===== config.mk =====
export PLATFORM = sky130hd
export DESIGN_NAME = imm_decode_pipe
export DESIGN_NICKNAME = d
export VERILOG_FILES = /design/src/rtl/imm_pkg.sv /design/src/rtl/imm_assemble.sv /design/src/rtl/imm_decode_pipe.sv
export SDC_FILE = /design/constraint.sdc
export NUM_CORES = 1
export LEC_CHECK = 0
export CORE_MARGIN = 2
export CORE_UTILIZATION = 51
export CTS_BUF_LIST = sky130_fd_sc_hd__clkbuf_2
export DETAILED_ROUTE_END_ITERATION = 10
export PLACE_DENSITY = 0.88
export SLEW_MARGIN = 40
export SYNTH_ARGS = -nofsm -noshare
export SYNTH_HDL_FRONTEND = slang
export SYNTH_SLANG_ARGS = --single-unit

===== constraint.sdc =====
create_clock -name clk -period 3.2 [get_ports clk]
set_clock_uncertainty 0.15 [all_clocks]
set_input_delay 0.32 -clock clk [delete_from_list [all_inputs] [get_ports clk]]
set_output_delay 0.32 -clock clk [all_outputs]
set_load 0.02 [all_outputs]

===== src/rtl/imm_pkg.sv =====
// rtl/imm_pkg.sv - format codes, opcodes and sign-extend helper for imm_decode_pipe
package imm_pkg;

  typedef enum logic [2:0] {
    FMT_NONE = 3'd0,
    FMT_I    = 3'd1,
    FMT_S    = 3'd2,
    FMT_B    = 3'd3,
    FMT_U    = 3'd4,
    FMT_J    = 3'd5,
    FMT_Z    = 3'd6
  } fmt_e;

  localparam logic [6:0] OP_LOAD   = 7'b0000011;
  localparam logic [6:0] OP_IMM    = 7'b0010011;
  localparam logic [6:0] OP_JALR   = 7'b1100111;
  localparam logic [6:0] OP_IMM32  = 7'b0011011;
  localparam logic [6:0] OP_STORE  = 7'b0100011;
  localparam logic [6:0] OP_BRANCH = 7'b1100011;
  localparam logic [6:0] OP_LUI    = 7'b0110111;
  localparam logic [6:0] OP_AUIPC  = 7'b0010111;
  localparam logic [6:0] OP_JAL    = 7'b1101111;
  localparam logic [6:0] OP_SYSTEM = 7'b1110011;

  // Widest datapath is 64; callers truncate to their XLEN.
  function automatic logic [63:0] sext32(input logic [31:0] v);
    return {{32{v[31]}}, v};
  endfunction

endpackage


===== src/rtl/imm_assemble.sv =====
// rtl/imm_assemble.sv - combinational format-to-immediate mux, sign-extended to XLEN
module imm_assemble
  import imm_pkg::*;
#(
  parameter int XLEN = 32
) (
  input  logic [31:7]     instr,
  input  fmt_e            fmt,
  output logic [XLEN-1:0] imm
);

  logic [31:0] imm32;

  always_comb begin
    imm32 = '0;
    case (fmt)
      FMT_I:   imm32 = {{20{instr[31]}}, instr[31:20]};
      FMT_S:   imm32 = {{20{instr[31]}}, instr[31:25], instr[11:7]};
      FMT_B:   imm32 = {{19{instr[31]}}, instr[31], instr[7], instr[30:25], instr[11:8], 1'b0};
      FMT_U:   imm32 = {instr[31:12], 12'b0};
      FMT_J:   imm32 = {{11{instr[31]}}, instr[31], instr[19:12], instr[20], instr[30:21], 1'b0};
      // uimm has a zero top bit, so the shared sign extension leaves it zero-extended
      FMT_Z:   imm32 = {27'b0, instr[19:15]};
      default: imm32 = '0;
    endcase
  end

  assign imm = XLEN'(sext32(imm32));

endmodule


===== src/rtl/imm_decode_pipe.sv =====
// rtl/imm_decode_pipe.sv - two-stage immediate decoder with flush and illegal counter
// Optional IMM_CSR_EN: SYSTEM words with funct3[2]=1 decode as fmt Z (uimm).
module imm_decode_pipe
  import imm_pkg::*;
#(
  parameter int XLEN  = 32,
  parameter int CNT_W = 16
) (
  input  logic             clk,
  input  logic             rst,
  input  logic             in_valid,
  output logic             in_ready,
  input  logic [31:0]      in_instr,
  input  logic             flush,
  output logic             out_valid,
  input  logic             out_ready,
  output logic [XLEN-1:0]  out_imm,
  output logic [2:0]       out_fmt,
  output logic             out_illegal,
  output logic [CNT_W-1:0] illegal_cnt
);

  fmt_e            dec_fmt;
  logic            s1_valid_q, s1_valid_d;
  logic [31:7]     s1_instr_q, s1_instr_d;
  fmt_e            s1_fmt_q, s1_fmt_d;
  logic            s2_valid_q, s2_valid_d;
  logic [XLEN-1:0] s2_imm_q, s2_imm_d;
  fmt_e            s2_fmt_q, s2_fmt_d;
  logic            s2_ill_q, s2_ill_d;
  logic [CNT_W-1:0] cnt_q, cnt_d;
  logic [XLEN-1:0] asm_imm;
  logic            s1_advance;
  logic            accept;

  always_comb begin
    dec_fmt = FMT_NONE;
    case (in_instr[6:0])
      OP_LOAD, OP_IMM, OP_JALR: dec_fmt = FMT_I;
      OP_IMM32:                 dec_fmt = (XLEN == 64) ? FMT_I : FMT_NONE;
      OP_STORE:                 dec_fmt = FMT_S;
      OP_BRANCH:                dec_fmt = FMT_B;
      OP_LUI, OP_AUIPC:         dec_fmt = FMT_U;
      OP_JAL:                   dec_fmt = FMT_J;
`ifdef IMM_CSR_EN
      OP_SYSTEM:                dec_fmt = in_instr[14] ? FMT_Z : FMT_I;
`else
      OP_SYSTEM:                dec_fmt = FMT_I;
`endif
      default:                  dec_fmt = FMT_NONE;
    endcase
  end

  imm_assemble #(.XLEN(XLEN)) u_assemble (
    .instr (s1_instr_q),
    .fmt   (s1_fmt_q),
    .imm   (asm_imm)
  );

  assign s1_advance = !s2_valid_q || out_ready;
  assign in_ready   = !flush && (!s1_valid_q || s1_advance);
  assign accept     = in_valid && in_ready;

  always_comb begin
    s1_valid_d = s1_valid_q;
    s1_instr_d = s1_instr_q;
    s1_fmt_d   = s1_fmt_q;
    s2_valid_d = s2_valid_q;
    s2_imm_d   = s2_imm_q;
    s2_fmt_d   = s2_fmt_q;
    s2_ill_d   = s2_ill_q;
    cnt_d      = cnt_q;

    if (s1_advance) begin
      s2_valid_d = s1_valid_q;
      if (s1_valid_q) begin
        s2_imm_d = asm_imm;
        s2_fmt_d = s1_fmt_q;
        s2_ill_d = (s1_fmt_q == FMT_NONE);
      end
      s1_valid_d = 1'b0;
    end
    if (accept) begin
      s1_valid_d = 1'b1;
      s1_instr_d = in_instr[31:7];
      s1_fmt_d   = dec_fmt;
    end

    // A flushed entry is never counted, even if the consumer happens to accept it
    if (s2_valid_q && out_ready && s2_ill_q && !flush && cnt_q != '1)
      cnt_d = cnt_q + CNT_W'(1);

    if (flush) begin
      s1_valid_d = 1'b0;
      s2_valid_d = 1'b0;
    end
  end

  always_ff @(posedge clk or posedge rst) begin
    if (rst) begin
      s1_valid_q <= 1'b0;
      s1_instr_q <= '0;
      s1_fmt_q   <= FMT_NONE;
      s2_valid_q <= 1'b0;
      s2_imm_q   <= '0;
      s2_fmt_q   <= FMT_NONE;
      s2_ill_q   <= 1'b0;
      cnt_q      <= '0;
    end else begin
      s1_valid_q <= s1_valid_d;
      s1_instr_q <= s1_instr_d;
      s1_fmt_q   <= s1_fmt_d;
      s2_valid_q <= s2_valid_d;
      s2_imm_q   <= s2_imm_d;
      s2_fmt_q   <= s2_fmt_d;
      s2_ill_q   <= s2_ill_d;
      cnt_q      <= cnt_d;
    end
  end

  assign out_valid   = s2_valid_q;
  assign out_imm     = s2_imm_q;
  assign out_fmt     = s2_fmt_q;
  assign out_illegal = s2_ill_q;
  assign illegal_cnt = cnt_q;

endmodule


Word-level counts from Yosys, hierarchy flattened --
Cells that the tools add are included.
Operators by class: multiplexer cells 7, eq/ne operators 16, reductions and logical operators 17, add/subtract/negate cells 1
Operators by type and width (number):
- $pmux 32 s6 | 1
- $eq 7x7->1 const B | 4
- $add 16x1->16 const B | 1
- $ne 16x16->1 const B | 1
- $pmux 3 s5 | 1
- $eq 7x5->1 const B | 2
- $eq 7x6->1 const B | 2
- $eq 3x3->1 const B | 3
- $eq 7x2->1 const B | 1
- $eq 3x2->1 const B | 2
- $logic_and 1x1->1 | 6
- $mux 1 | 5
- $reduce_or 4->1 | 1
- $eq 3x1->1 const B | 1
- $logic_not 1->1 | 3
- $logic_not 3->1 | 1
- $reduce_bool 3->1 | 1
- $logic_or 1x1->1 | 2
- $reduce_and 2->1 | 1
- $reduce_bool 2->1 | 1
- $reduce_or 2->1 | 1
Storage, ports and cells: bits in registers 82, word-level logic and storage cells 49, input port bits 37, output and inout bits 54

Depth between registers and ports, before layout --
depth after elaboration 7, gate-level depth with buffers 6, mapped depth without buffers 5

Hierarchy --
From an unflattened synthesis, not the netlist that was laid out.
Second synthesis, totals: cells, all modules 301, area total of the unflattened synthesis 3786.1 um2
By module, submodules not included:
- imm_decode_pipe | sequential area each 2052.0 um2, times used 1, cells each 227, area each 3340.7 um2
- imm_assemble | sequential area each 0.0 um2, times used 1, cells each 74, area each 445.4 um2

Worst setup path before layout --
OpenSTA, ideal clock, no wires.
kind flip-flop to flip-flop, from register cnt_q[0], in the netlist illegal_cnt[0], to register cnt_q[1], in the netlist illegal_cnt[1], clock period less this slack 2.216 ns, library setup time 0.125 ns, path slack 0.984 ns, data arrival time 1.941 ns, path buffers 1, stages on the path, launching flop included 7, required time 2.925 ns, cell sequence dfrtp_1 ha_1 nand3_4 or4_1 buf_2 and2_4 mux2_4
On the way: longest elaborated chain between the ends 2, elaborated cells between the ends (all ways) 3, those cells by class add/sub (1); eq/ne (1); reduce/logical (1)
RTL lines:
- start: declaration | line imm_decode_pipe.sv:31 | logic [CNT_W-1:0] cnt_q, cnt_d;
- start signal: assignment | line imm_decode_pipe.sv:117 | cnt_q <= cnt_d;
- parallel branches: the longest is 2 deep, another holds $add 16x1->16
Several ways; the timed one is not identified. A chain may end at the register's enable or synchronous reset.

Worst setup path after layout --
from register s2_valid_q, in the netlist out_valid, to output port in_ready
On the way: longest elaborated chain between the ends 4
RTL lines:
- start: declaration | line imm_decode_pipe.sv:27 | logic s2_valid_q, s2_valid_d;
- start signal: assignment | line imm_decode_pipe.sv:113 | s2_valid_q <= s2_valid_d;
- $logic_not 1->1 | line imm_decode_pipe.sv:60 | assign s1_advance = !s2_valid_q || out_ready;
- $logic_or 1x1->1 | line imm_decode_pipe.sv:60
- $logic_or 1x1->1 | line imm_decode_pipe.sv:61 | assign in_ready = !flush && (!s1_valid_q || s1_advance);
- $logic_and 1x1->1 | line imm_decode_pipe.sv:61
- end: declaration | line imm_decode_pipe.sv:12 | output logic in_ready,
Every way passes these cells.

==> metrics.md <==
| Metric | Value |
|---|---|
| Final setup violating endpoints | `0` |
| Total core area | `~6800 µm²` |
| Final nets | `~440` |
| Asr flop ratio synth | `between 90% and 100%` |
| Post-Synthesis Net Count | `about 350` |
| H-tree depth | `3` |
| Die area | `7690 µm²` |
| Sequential share of the synthesized area | `57.4%` |
| Most used DFF post-synth | `dfrtp_1` |
| PostCTS Resize Cnt | `0` |
| Detailed Route Iter0 Violations | `155` |
| Number of global-route vias before repair | `2,786` |
| Pin count of the biggest net entering global routing | `between 40 and 50` |
| Dpl hpwl | `5920 µm` |
| Root buf cell | `clkbuf_2` |
| Cell Pwr Density | `between 400 and 500 nW/µm²` |
| RSZ-0062 raised after global routing | `false` |
| CTS tree | `yes` |
| Hold crit path type | `primary input to async pin` |
| Post-CTS setup buffers | `0` |
| Starting Density | `between 50 and 60%` |
| Post-DRT Antenna Nets | `0` |
| Avg Inst Size Synth | `roughly 11 µm²` |
| DRC viols | `0` |
| Synthesized cell area | `about 3600 µm²` |
| Period utilization | `74.6%` |
| Fillers | `between 500 and 600` |
| P_leak | `0.00195 µW` |
| Routed WL per cell | `between 15 and 20 µm` |
| Critical Path Max Stage Delay | `0.61 ns` |
| Worst Setup Start Kind | `flip-flop` |
| CTS Buf Count | `9` |
| Row count | `30` |
| Placed inst area | `roughly 4600 µm²` |
| Crit Path Max Fanout | `5` |
| EDFF count, synth | `0` |
| Worst slew pin tran | `about 0.76 ns` |
| Antenna Cells | `0` |
| Buf/Inv on CP | `1` |
| Clock sink count | `82` |
| Relative slew margins | `49.0%` |
| CTS max path bufs | `2` |
| Total Neg Setup Slack | `0 ns` |
| Hold Buf Count CTS | `0` |
| Port Buf Inserts | `90` |
| Slowest CP cell | `clkdlybuf4s50_1` |
| Synth warn | `0` |
| Design area | `~4700 µm²` |
| Worst-Skew Late Latency | `between 0.5 and 0.6 ns` |
| Maxcap violations | `0` |
| Final Max Slew Viols | `0` |
| Type of the worst setup path | `flip-flop to primary output` |
| Vias | `approximately 2,800` |
| CP Capture Type | `primary output` |
| First-pass GRT wire length | `between 10,000 and 15,000 µm` |
| Detail-routed via count per cell | `approximately 5.6` |
| Pre-CTS setup slack | `0.879 ns` |
| Status | `complete, no violations` |
| Shortest period the worst path allows | `between 2 and 2.5 ns` |
| Die Y | `slightly below 90 µm` |
| Layout Utilization | `between 60% and 70%` |
| Post-synthesis register bit count | `between 80 and 90` |
| Routability cong. | `approximately 0.84` |
| WL final | `a little over 8000 µm` |
| IO Pins | `91` |
| Synth Instances | `~320` |
| Final hold vios | `0` |
| Worst Path Arrival | `1.92 ns` |
| Congestion Overflow GR | `0` |
| Maximum clock frequency | `419 MHz` |
| Clock transition at the registers of the reported paths | `0.22 ns` |
| Drt pass-1 iters | `4` |
| Layout cells sized above 1 | `around 14%` |
| Final worst slack | `approximately 0.81 ns` |
| Crit-path cells | `nor2b_1 -> a21oi_1 -> clkdlybuf4s50_1` |
| Tot GR Track Use | `between 20 and 25%` |
| Initial antenna violation count | `0` |
| Layout area overhead | `31.2%` |
| Die X | `between 80 and 90 µm` |
| Delay-heaviest family, CP | `buffers and inverters` |
| Yosys cell types | `44` |
| Highest ir drop seen on vdd | `0.251 mV` |
| Worst Path Required | `approximately 2.7 ns` |
[through the flow]
stage	std cells	total power [µW]	hold slack, ns
4_1_cts	507	2020	0.0319
5_1_grt	507	2110	0.0581
2_1_floorplan	315	1360	0.236
3_3_place_gp	491	1490	0.316
6_report	507	2020	0.0243
3_5_place_dp	491	1510	0.321
[flip-flops by register name, summed over array words and instances (netlist names)]
name,flops
illegal_cnt,16
out_imm,32
s1_instr_q,25
s1_valid_q,1
out_illegal,1
out_fmt,3
s1_fmt_q,3
out_valid,1
[final timing paths]
path | startpoint | end | slack [ns] | depth (start not counted)
worst max-delay path | out_valid | in_ready | 0.81 | 3
worst min-delay path | rst | out_imm[19] | 0.02 | 2
worst max register to register | illegal_cnt[0] | illegal_cnt[1] | 0.93 | 5
worst min register to register | out_imm[21] | out_imm[21] | 0.36 | 2
max in group asynchronous | rst | out_imm[23] | 2.11 | 3
min in group clk | in_instr[16] | s1_instr_q[16] | 0.24 | 2
[kinds of logic after synthesis]
group / after synthesis / share of synthesized area [%]
AO/OA/AOI/OAI: 79 / 13.7
XOR/XNOR: 13 / 3.19
adder cells (fa/ha/maj): 1 / 0.350
buffers and inverters: 21 / 2.35
flip-flops: 82 / 57.4
multiplexers: 32 / 10.2
AND/OR/NAND/NOR: 87 / 12.9
[cells in the final DEF (no fill, tap or decap), types with 2 or more instances in the layout]
cell,Yosys,layout
clkdlybuf4s50_1,0,90
a32oi_1,2,2
a22oi_1,4,4
xnor2_1,9,9
nand3_1,8,8
mux2_2,30,30
clkinv_2,0,4
nor3_1,3,3
clkbuf_2,0,10
dfrtp_1,82,82
and4_1,2,2
nor3b_1,3,2
a22o_1,10,10
buf_4,0,6
nor2b_1,5,5
clkinv_1,1,2
xor2_1,4,4
o31ai_1,3,3
nand4_1,6,6
nor2_1,12,12
nor4_1,3,3
nand2_1,35,35
a31oi_1,2,2
o21ai_0,29,29
inv_1,4,3
a21oi_1,22,22
[synth_stat cells, drive strengths merged, types with 3 or more instances]
cell	count	area [µm²]
nor2	12	45.0
nand2	35	131
nor3	3	15.0
nand4	7	58.8
nand3	9	57.6
nor2b	5	31.3
o31ai	3	22.5
a21oi	22	110
nor4	3	18.8
buf	4	20.0
a22oi	4	30.0
a22o	10	87.6
dfrtp	82	2050
inv	4	15.0
o21ai	29	145
nor3b	3	22.5
clkbuf	12	45.0
mux2	31	353
xnor2	9	78.8
xor2	4	35.0
[per-layer routing]
layer	vias to the layer above	wire length, µm	global-route usage [%]
li1	1320	-	-
met1	1402	3560	29.7
met2	101	3860	35.5
met3	19	471	3.68
met4	0	164	9.37
met5	-	0	0
[cell type report]
cell class / count / area, µm² / share of cell area (%)
Clock buffer: 10 / 50.0 / 1.07
Inverter: 5 / 20.0 / 0.427
Multi-Input combinational cell: 212 / 1440 / 30.8
Tap cell: 96 / 120 / 2.56
Sequential cell: 82 / 2050 / 43.8
Timing Repair Buffer: 96 / 946 / 20.2
Clock inverter: 6 / 57.6 / 1.23
[power by group]
part / leakage (µW) / switching (µW) / internal (µW)
sequential: 0.00108 / 75.6 / 1110
clock: 0.0000731 / 346 / 179
combinational: 0.000806 / 136 / 170
total: 0.00195 / 558 / 1460
Power figures use the tool's default switching activity.
